==> src/rtl/mole_timer.sv <==
// Mole event timer: random delay, one-hot mole, then hit / miss / wrong.
// Consumes the RNG word and the ms tick; all outputs registered.
module mole_timer #(
    parameter int DELAY_W    = 11,
    parameter int N_MOLES    = 4,
    parameter int UP_TIME_MS = 1000,
    parameter int UP_W       = 10
) (
    input  logic               clk,
    input  logic               rst_n,
    input  logic               enable,
    input  logic               tick_ms,
    input  logic [DELAY_W-1:0] random_value,
    input  logic [N_MOLES-1:0] buttons,
    output logic [N_MOLES-1:0] mole_leds,
    output logic               hit_pulse,
    output logic               miss_pulse,
    output logic               wrong_pulse,
    output logic               busy
);

    localparam int IDX_W = (N_MOLES > 1) ? $clog2(N_MOLES) : 1;

    typedef enum logic [1:0] {IDLE, WAIT, UP} state_t;

    state_t             state, state_d;
    logic [DELAY_W-1:0] delay_cnt, delay_d;
    logic [UP_W-1:0]    up_cnt, up_d;
    logic [IDX_W-1:0]   idx, idx_d;
    logic [N_MOLES-1:0] leds_d;
    logic               hit_d, miss_d, wrong_d;

    logic [DELAY_W-1:0] load_delay;
    logic [DELAY_W-1:0] rem;
    logic [IDX_W-1:0]   new_idx;
    logic               hit_now;
    logic               wait_last;
    logic               up_last;

    // Decoded helpers: zero delay treated as one, mole index from RNG word.
    always_comb begin
        load_delay = (random_value == '0) ? DELAY_W'(1) : random_value;
        rem        = random_value % DELAY_W'(N_MOLES);
        new_idx    = rem[IDX_W-1:0];
        hit_now    = buttons[idx];
        wait_last  = tick_ms && (delay_cnt <= DELAY_W'(1));
        up_last    = tick_ms && (up_cnt <= UP_W'(1));
    end

    // State register.
    always_ff @(posedge clk or negedge rst_n) begin
        if (!rst_n) state <= IDLE;
        else        state <= state_d;
    end

    // Next-state logic; enable low wins over any pending event.
    always_comb begin
        state_d = state;
        unique case (state)
            IDLE: if (enable) state_d = WAIT;
            WAIT: begin
                if (!enable)        state_d = IDLE;
                else if (wait_last) state_d = UP;
            end
            UP: begin
                if (!enable)                  state_d = IDLE;
                else if (hit_now || up_last)  state_d = WAIT;
            end
            default: state_d = IDLE;
        endcase
    end

    // Next values for counters, mole index and the registered outputs.
    always_comb begin
        delay_d = delay_cnt;
        up_d    = up_cnt;
        idx_d   = idx;
        leds_d  = mole_leds;
        hit_d   = 1'b0;
        miss_d  = 1'b0;
        wrong_d = 1'b0;
        if (!enable) begin
            leds_d = '0;
        end else begin
            unique case (state)
                IDLE: delay_d = load_delay;
                WAIT: begin
                    if (wait_last) begin
                        up_d            = UP_W'(UP_TIME_MS);
                        idx_d           = new_idx;
                        leds_d          = '0;
                        leds_d[new_idx] = 1'b1;
                    end else if (tick_ms) begin
                        delay_d = delay_cnt - DELAY_W'(1);
                    end
                end
                UP: begin
                    if (hit_now) begin
                        hit_d   = 1'b1;
                        leds_d  = '0;
                        delay_d = load_delay;
                    end else begin
                        wrong_d = |buttons;
                        if (up_last) begin
                            miss_d  = 1'b1;
                            leds_d  = '0;
                            delay_d = load_delay;
                        end else if (tick_ms) begin
                            up_d = up_cnt - UP_W'(1);
                        end
                    end
                end
                default: leds_d = '0;
            endcase
        end
    end

    // Datapath and output registers.
    always_ff @(posedge clk or negedge rst_n) begin
        if (!rst_n) begin
            delay_cnt   <= '0;
            up_cnt      <= '0;
            idx         <= '0;
            mole_leds   <= '0;
            hit_pulse   <= 1'b0;
            miss_pulse  <= 1'b0;
            wrong_pulse <= 1'b0;
            busy        <= 1'b0;
        end else begin
            delay_cnt   <= delay_d;
            up_cnt      <= up_d;
            idx         <= idx_d;
            mole_leds   <= leds_d;
            hit_pulse   <= hit_d;
            miss_pulse  <= miss_d;
            wrong_pulse <= wrong_d;
            busy        <= (state_d != IDLE);
        end
    end

endmodule

==> config.mk <==
export PLATFORM = sky130hd
export DESIGN_NAME = mole_timer
export DESIGN_NICKNAME = d
export VERILOG_FILES = /design/src/rtl/mole_timer.sv
export SDC_FILE = /design/constraint.sdc
export NUM_CORES = 1
export LEC_CHECK = 0
export BUFFER_PORTS_ARGS = -buffer_cell sky130_fd_sc_hd__clkbuf_2
export CORE_MARGIN = 5
export CORE_UTILIZATION = 57
export DETAILED_ROUTE_END_ITERATION = 10
export PLACE_DENSITY = 0.79
export SYNTH_ARGS = -nofsm -noshare
export SYNTH_HDL_FRONTEND = slang
export SYNTH_SLANG_ARGS = --single-unit
==> constraint.sdc <==
create_clock -name clk -period 2.69 [get_ports clk]
set_input_delay 0.1345 -clock clk [delete_from_list [all_inputs] [get_ports clk]]
set_output_delay 0.1345 -clock clk [all_outputs]
set_load 0.005 [all_outputs]
==> results.json, run 1 <==
{
  "status": "complete, no violations",
  "gp_congestion": 0.877,
  "min-delay-start": "buttons[2]",
  "critPathKind": "register to register",
  "io_buffers": 26,
  "drive_gt1_share_pct": 20.8,
  "cap_viol_max_count": 0,
  "track_usage_pct": 22.0,
  "synth-seq-area-share_pct": 42.1,
  "synth-edff-count": 0,
  "slew_violations": 0,
  "synth_area_leader_cell": "dfrtp_1",
  "synth.distinct_cells": 52,
  "grt_max_degree": 34,
  "finalHoldViolCount": 0,
  "first_pass_iters": 4,
  "drc": 0,
  "ioPinCount": 27,
  "slew_headroom_pct": 45.6,
  "cp-end-kind": "register",
  "skew_ns": 0.00418,
  "vdd_drop_max_v": 0.000359,
  "clk_pin_slew_ns": 0.09,
  "synth_fp_nets": 229,
  "core-area_um2": 3340,
  "fp-row-count": 21,
  "vias": 1718,
  "cts_sinks": 33,
  "die_width_um": 68.7,
  "wl_per_cell_um": 15.8,
  "grt.overflow.total": 0,
  "async_reset_ff_share_pct": 100,
  "fin_cells": 282,
  "clk_latency_ns": 0.33,
  "antenna_left": 0,
  "wl_um": 4450,
  "p_per_area_nw_per_um2": 536,
  "synthCells": 206,
  "critPathArrivalTime_ns": 2.62,
  "holdCritPathClass": "input pin to register",
  "finalSetupViolCount": 0,
  "postSynthAreaPerCell_um2": 9.52,
  "synth.most_common_cell": "dfrtp_1",
  "fin_setup_tns_ns": 0,
  "crit_path_start": "delay_cnt[6]",
  "start_util_pct": 58.8,
  "place_inst": 274,
  "yosysWarnings": 0,
  "antenna_found_initial": 0,
  "fmax_mhz": 418,
  "fp.dieH_um": 68.7,
  "synthTopCellsByCount": "33 x dfrtp_1, 18 x nand2_1, 13 x nand3_1",
  "via_per_inst": 6.09,
  "critPathMaxFanout": 11,
  "clock_path_buffers": 2,
  "syn-cell-area_um2": 1960,
  "cts_buffers": 5,
  "finalNetCount": 259,
  "min_period_ns": 2.40,
  "areaGrowthSynthToFinish_pct": 12.6,
  "root_buffer": "clkbuf_4",
  "required_ns": 2.92,
  "leakagePower_nw": 1.03,
  "hpwl_um": 3250,
  "yosysTopAreaCellShare_pct": 42.1,
  "cts_tree": "yes",
  "grt_pass1_vias": 1641,
  "grt_pass1_wl_um": 7670,
  "fin_crit_sh_pct": 89.0,
  "drt_iter0_drc": 99,
  "antenna_cells": 0,
  "die_area_um2": 4710,
  "cp-start-kind": "register",
  "r2r_start": "delay_cnt[6]",
  "yosys_register_bits": 33,
  "worstMarginPinSlew_ns": 0.817,
  "yosys_most_used_dff": "dfrtp_1",
  "htreeDepth": 2,
  "rsz0062_at_grt": "no",
  "yosys-top-cells-area": "dfrtp_1 42%, mux2i_1 4.1%, nand2_1 3.4%, nand3_1 3.3%, o2bb2ai_1 3.1%",
  "fill_cells": 291
}
-- layer usage --
| metal | vias up | track usage, % | routed length [um] |
|---|---|---|---|
| met1 | 837 | 27.6 | 1930 |
| li1 | 833 | - | - |
| met4 | 0 | 7.94 | 57 |
| met3 | 7 | 6.00 | 190 |
| met5 | - | 0 | 0 |
| met2 | 41 | 36.2 | 2270 |
-- worst paths after layout --
kind | slack [ns] | end | cells past startpoint
min in group asynchronous | 0.42 | up_cnt[4] | 2
hold reg to reg | 0.52 | delay_cnt[8] | 1
setup / recovery | 0.29 | delay_cnt[0] | 5
hold / removal | 0.05 | wrong_pulse | 3
setup reg to reg | 0.29 | delay_cnt[0] | 5
max in group asynchronous | 1.76 | idx[0] | 2
-- metrics by stage --
step	worst slack, ns	utilization (%)	instance area [um2]	power (W)	hold slack (ns)
2_1_floorplan	0.623	-	1960	0.000824	-0.161
3_3_place_gp	0.386	64.2	2140	0.000906	0.261
3_5_place_dp	0.337	64.2	2140	0.000913	0.265
4_1_cts	0.306	66.2	2210	0.00120	0.0356
5_1_grt	0.163	66.2	2210	0.00128	0.0615
6_report	0.295	66.2	2210	0.00118	0.0502
-- final cells by class --
type	count	area, um2	area share (%)
Clock buffer	7	55.1	2.49
Multi-Input combinational cell	159	1070	48.6
Timing Repair Buffer	32	178	8.05
Inverter	5	18.8	0.850
Tap cell	46	57.6	2.61
Sequential cell	33	826	37.4
-- cells in the final DEF (no fill, tap or decap), types with 6 or more instances in the layout --
| master | n |
|---|---|
| clkbuf_2 | 26 |
| dfrtp_1 | 33 |
| nand3_1 | 13 |
| o21ai_0 | 8 |
| nor3_1 | 6 |
| o2bb2ai_1 | 7 |
| a21oi_1 | 11 |
| o22ai_1 | 6 |
| mux2i_1 | 8 |
| nor2_1 | 11 |
| nand2_1 | 18 |
-- worst max-delay path, cell delays in order (launching register included) --
cell and delay (ns):
dfrtp_1 0.41, or4_1 0.56, and4b_1 0.36, nor3_2 0.13, nor2_2 0.44, mux2_2 0.39
-- where the power goes --
group	internal, W	switching [W]
combinational	0.000130	0.000154
clock	0.000123	0.000156
sequential	0.000558	0.0000625
-- state kept, by name, indices dropped and copies added (netlist names) --
| signal | cells |
|---|---|
| delay_cnt | 11 |
| up_cnt | 10 |
| mole_leds | 4 |
| idx | 2 |
| state | 2 |
| busy | 1 |
| hit_pulse | 1 |
| miss_pulse | 1 |
| wrong_pulse | 1 |
-- cells by family (layout without fill, tap and decap cells) --
family | count (synthesis) | in the layout | synth area share (%)
fa+ha+maj | 4 | 4 | 2.55
compound gates | 48 | 48 | 17.0
simple gates | 90 | 90 | 26.4
flops | 33 | 33 | 42.1
xor+xnor | 4 | 4 | 1.79
mux | 13 | 13 | 6.95
buf+inv | 14 | 44 | 3.19
-- repair_timing --
action | CTS | global route
buffers inserted | 0 | 0
gates resized for setup | 0 | 0
setup endpoints to repair | 0 | 0
hold buffers | 1 | 0
hold endpoints to repair | 33 | 0
Power figures use the tool's default switching activity.
==> run 2, diff against run 1 <==
BUFFER_PORTS_ARGS = -buffer_cell sky130_fd_sc_hd__buf_2   (was -buffer_cell sky130_fd_sc_hd__clkbuf_2)
==> results.json, run 2 (synthesis gave the netlist of run 1 again) <==
{
  "status": "complete, no violations",
  "cts-resized-gates": 0,
  "htreeDepth": 2,
  "skew_ns": 0.0120,
  "grt_pass1_vias": 1723,
  "fin_ws_ns": 0.244,
  "finalHoldViolCount": 0,
  "wl_um": 4600,
  "ff_latch_area_um2": 826,
  "slew_violations": 0,
  "cts_buffers": 5,
  "rsz0062_at_grt": "no",
  "hold_buffers": 1,
  "grt_max_degree": 34,
  "core-area_um2": 3340,
  "hpwl_um": 3360,
  "fin_crit_sh_pct": 90.9,
  "io_buffers": 26,
  "holdCritPathClass": "input pin to register",
  "fin_setup_tns_ns": 0,
  "track_usage_pct": 21.6,
  "vias": 1737,
  "cap_viol_max_count": 0,
  "final_cell_mix": "33 x dfrtp_1, 26 x buf_2, 18 x nand2_1",
  "cts_tree": "yes",
  "min_period_ns": 2.45,
  "slew_headroom_pct": 50.9,
  "post-cts-setup-buffers": 0,
  "cts_sinks": 33,
  "die_width_um": 68.7,
  "antenna_cells": 0,
  "clk_latency_ns": 0.34,
  "layout_commonest_cell": "dfrtp_1",
  "finalNetCount": 259,
  "gp_congestion": 0.876,
  "fill_cells": 286,
  "first_pass_iters": 5,
  "grt_pass1_wl_um": 7530,
  "finish.utilization_pct": 66.2,
  "fmax_mhz": 409,
  "cp-start-kind": "register",
  "drc": 0,
  "critPathArrivalTime_ns": 2.67,
  "largest_register": "delay_cnt",
  "antenna_found_initial": 0,
  "clock_path_buffers": 2,
  "finalSetupViolCount": 0,
  "ioPinCount": 27,
  "wl_per_cell_um": 16.3,
  "start_util_pct": 58.8,
  "die_area_um2": 4710,
  "critPathMaxFanout": 11,
  "fp.dieH_um": 68.7,
  "reg_top3": "delay_cnt: 11 flops, up_cnt: 10 flops, mole_leds: 4 flops",
  "preCtsSetupSlack_ns": 0.271,
  "clk_pin_slew_ns": 0.09,
  "via_per_inst": 6.16,
  "drive_gt1_share_pct": 20.8,
  "antenna_left": 0,
  "areaGrowthSynthToFinish_pct": 12.6,
  "vdd_drop_max_v": 0.000438,
  "multi_input_area_um2": 1070,
  "grt.overflow.total": 0,
  "cp-end-kind": "register",
  "p_per_area_nw_per_um2": 543,
  "drt_iter0_drc": 110,
  "required_ns": 2.91,
  "fp-row-count": 21,
  "root_buffer": "clkbuf_4",
  "critPathKind": "register to register",
  "leakagePower_nw": 1.03,
  "worstMarginPinSlew_ns": 0.737,
  "largest_reg_flops": 11
}
-- run 2: cell count changes in the layout (fill, tap and decap cells not counted) --
cell / before / now
clkbuf_2: 26 / 0
buf_2: 0 / 26
-- run 2: path summary, 6_finish.rpt --
| check | from | end | slack, ns | depth (start not counted) |
|---|---|---|---|---|
| setup / recovery | up_cnt[2] | delay_cnt[0] | 0.24 | 5 |
| hold / removal | buttons[0] | wrong_pulse | 0.04 | 3 |
| setup reg to reg | up_cnt[2] | delay_cnt[0] | 0.24 | 5 |
| hold reg to reg | up_cnt[8] | up_cnt[8] | 0.53 | 2 |
| max in group asynchronous | rst_n | delay_cnt[0] | 1.83 | 2 |
| min in group asynchronous | rst_n | idx[1] | 0.38 | 2 |
-- run 2: layout make-up --
type	instances	area share, %
clock buffer	7	2.49
inverter	5	0.850
multi-input combinational	159	48.6
sequential	33	37.4
tap	46	2.61
timing repair buffer	32	8.05
-- run 2: routing by layer --
metal	routed length, um	vias up	global-route usage (%)	share of wire (%)
met5	0	-	0	0
met2	2450	53	39.9	53
li1	-	834	-	-
met1	1840	841	24.0	40
met3	244	9	4.86	5.3
met4	67	0	7.20	1.5
-- run 2: critical path, stage by stage, from the launching register on --
cell,delay (ns)
dfrtp_1,0.46
nor4_2,0.46
or4b_4,0.61
a21boi_4,0.31
nor2_2,0.17
mux2_2,0.32
-- run 2: stage by stage --
step | power [W] | cells | cell area, um2 | hold WS [ns]
3_5_place_dp | 0.000916 | 274 | 2140 | 0.234
6_report | 0.00120 | 282 | 2210 | 0.0374
5_1_grt | 0.00126 | 282 | 2210 | 0.0491
3_3_place_gp | 0.000906 | 274 | 2140 | 0.232
4_1_cts | 0.00120 | 282 | 2210 | 0.0322
2_1_floorplan | 0.000824 | 206 | 1960 | -0.161
-- run 2: power breakdown --
part,switching [W],total (W),internal [W]
logic,0.000158,0.000289,0.000131
clock network,0.000163,0.000286,0.000123
registers,0.0000649,0.000623,0.000558
total,0.000386,0.00120,0.000812
==> run 3, diff against run 2 <==
MAX_ROUTING_LAYER = met4   (was default)
==> results.json, run 3 (synthesis gave the netlist of run 1 again) <==
{
  "first_pass_iters": 4,
  "fin_crit_sh_pct": 91.4,
  "via_per_inst": 6.19,
  "clk_latency_ns": 0.34,
  "ff_latch_area_um2": 826,
  "clock_path_buffers": 2,
  "antenna_cells": 0,
  "min_period_ns": 2.46,
  "gp_congestion": 0.891,
  "fill_cells": 286,
  "rsz0062_at_grt": "no",
  "drc": 0,
  "ioPinCount": 27,
  "grt_max_degree": 34,
  "preCtsSetupSlack_ns": 0.271,
  "critPathKind": "register to register",
  "fmax_mhz": 407,
  "die_width_um": 68.7,
  "hold_ws_ns": 0.0266,
  "grt.overflow.total": 0,
  "vdd_drop_max_v": 0.000439,
  "cts_buffers": 5,
  "root_buffer": "clkbuf_4",
  "io_buffers": 26,
  "finalHoldViolCount": 0,
  "status": "complete, no violations",
  "antenna_found_initial": 0,
  "finalNetCount": 259,
  "areaGrowthSynthToFinish_pct": 12.6,
  "largest_register": "delay_cnt",
  "p_total_w": 0.00120,
  "holdCritPathClass": "input pin to register",
  "reg_top3": "delay_cnt: 11 flops, up_cnt: 10 flops, mole_leds: 4 flops",
  "core-area_um2": 3340,
  "cap_viol_max_count": 0,
  "wl_um": 4640,
  "cp-start-kind": "register",
  "die_area_um2": 4710,
  "cp-end-kind": "register",
  "skew_ns": 0.00905,
  "track_usage_pct": 22.2,
  "p_per_area_nw_per_um2": 545,
  "cts-resized-gates": 0,
  "htreeDepth": 2,
  "hpwl_um": 3360,
  "grt_pass1_wl_um": 7530,
  "fp-row-count": 21,
  "path_cells": "nor4_2 -> or4b_4 -> a21boi_4 -> nor2_2 -> mux2_2",
  "critPathMaxFanout": 11,
  "required_ns": 2.92,
  "drt_iter0_drc": 116,
  "drive_gt1_share_pct": 20.8,
  "vias": 1746,
  "leakagePower_nw": 1.03,
  "fp.dieH_um": 68.7,
  "final_cell_mix": "33 x dfrtp_1, 26 x buf_2, 18 x nand2_1",
  "post-cts-setup-buffers": 0,
  "clk_pin_slew_ns": 0.10,
  "antenna_left": 0,
  "largest_reg_flops": 11,
  "cts_tree": "yes",
  "critPathArrivalTime_ns": 2.69,
  "finalSetupViolCount": 0,
  "finish.utilization_pct": 66.2,
  "slew_violations": 0,
  "grt_pass1_vias": 1720,
  "multi_input_area_um2": 1070,
  "fin_setup_tns_ns": 0,
  "cpPeakStageDelay_ns": 0.61,
  "cts_sinks": 33,
  "worstMarginPinSlew_ns": 0.731,
  "fin_ws_ns": 0.230,
  "cp_slowest_cell": "or4b_4",
  "layout_commonest_cell": "dfrtp_1",
  "start_util_pct": 58.8,
  "wl_per_cell_um": 16.4,
  "slew_headroom_pct": 51.2
}
-- run 3: what timing repair did --
item	CTS	global route
hold endpoints to repair	33	0
setup endpoints to repair	0	0
hold buffers	1	0
-- run 3: final cells by class --
cell class	instances	share of cell area (%)
multi-input cells	159	48.6
flip-flops and latches	33	37.4
repair buffers	32	8.05
well taps	46	2.61
clock buffers	7	2.49
inverters	5	0.850
-- run 3: report_power, final --
group	internal [W]	switching, W
logic	0.000131	0.000158
clock network	0.000123	0.000167
registers	0.000558	0.0000663
total	0.000812	0.000392
-- run 3: metal layers --
metal  vias up  share of wire [%]  GRT usage, %
met5         -                  0             -
met4         0                1.1          7.20
met3         7                5.8          4.86
met2        61                 53          39.9
met1       844                 40          24.0
li1        834                  -             -
-- run 3: stage by stage --
step	cell area [um2]	instances
5_1_grt	2210	282
2_1_floorplan	1960	206
3_5_place_dp	2140	274
4_1_cts	2210	282
3_3_place_gp	2140	274
6_report	2210	282
-- run 3: final timing paths --
check	startpoint	to	slack, ns	cells past startpoint
hold reg to reg	up_cnt[8]	up_cnt[8]	0.53	2
setup / recovery	up_cnt[2]	delay_cnt[0]	0.23	5
min in group asynchronous	rst_n	up_cnt[5]	0.38	2
max in group asynchronous	rst_n	delay_cnt[3]	1.84	2
hold / removal	buttons[0]	wrong_pulse	0.03	3
setup reg to reg	up_cnt[2]	delay_cnt[0]	0.23	5
-- run 3: critical path: cells and delay by family (launching register included) --
kind | cells | cell delay, ns
simple gates | 3 | 1.24
flops | 1 | 0.46
mux | 1 | 0.32
compound gates | 1 | 0.31
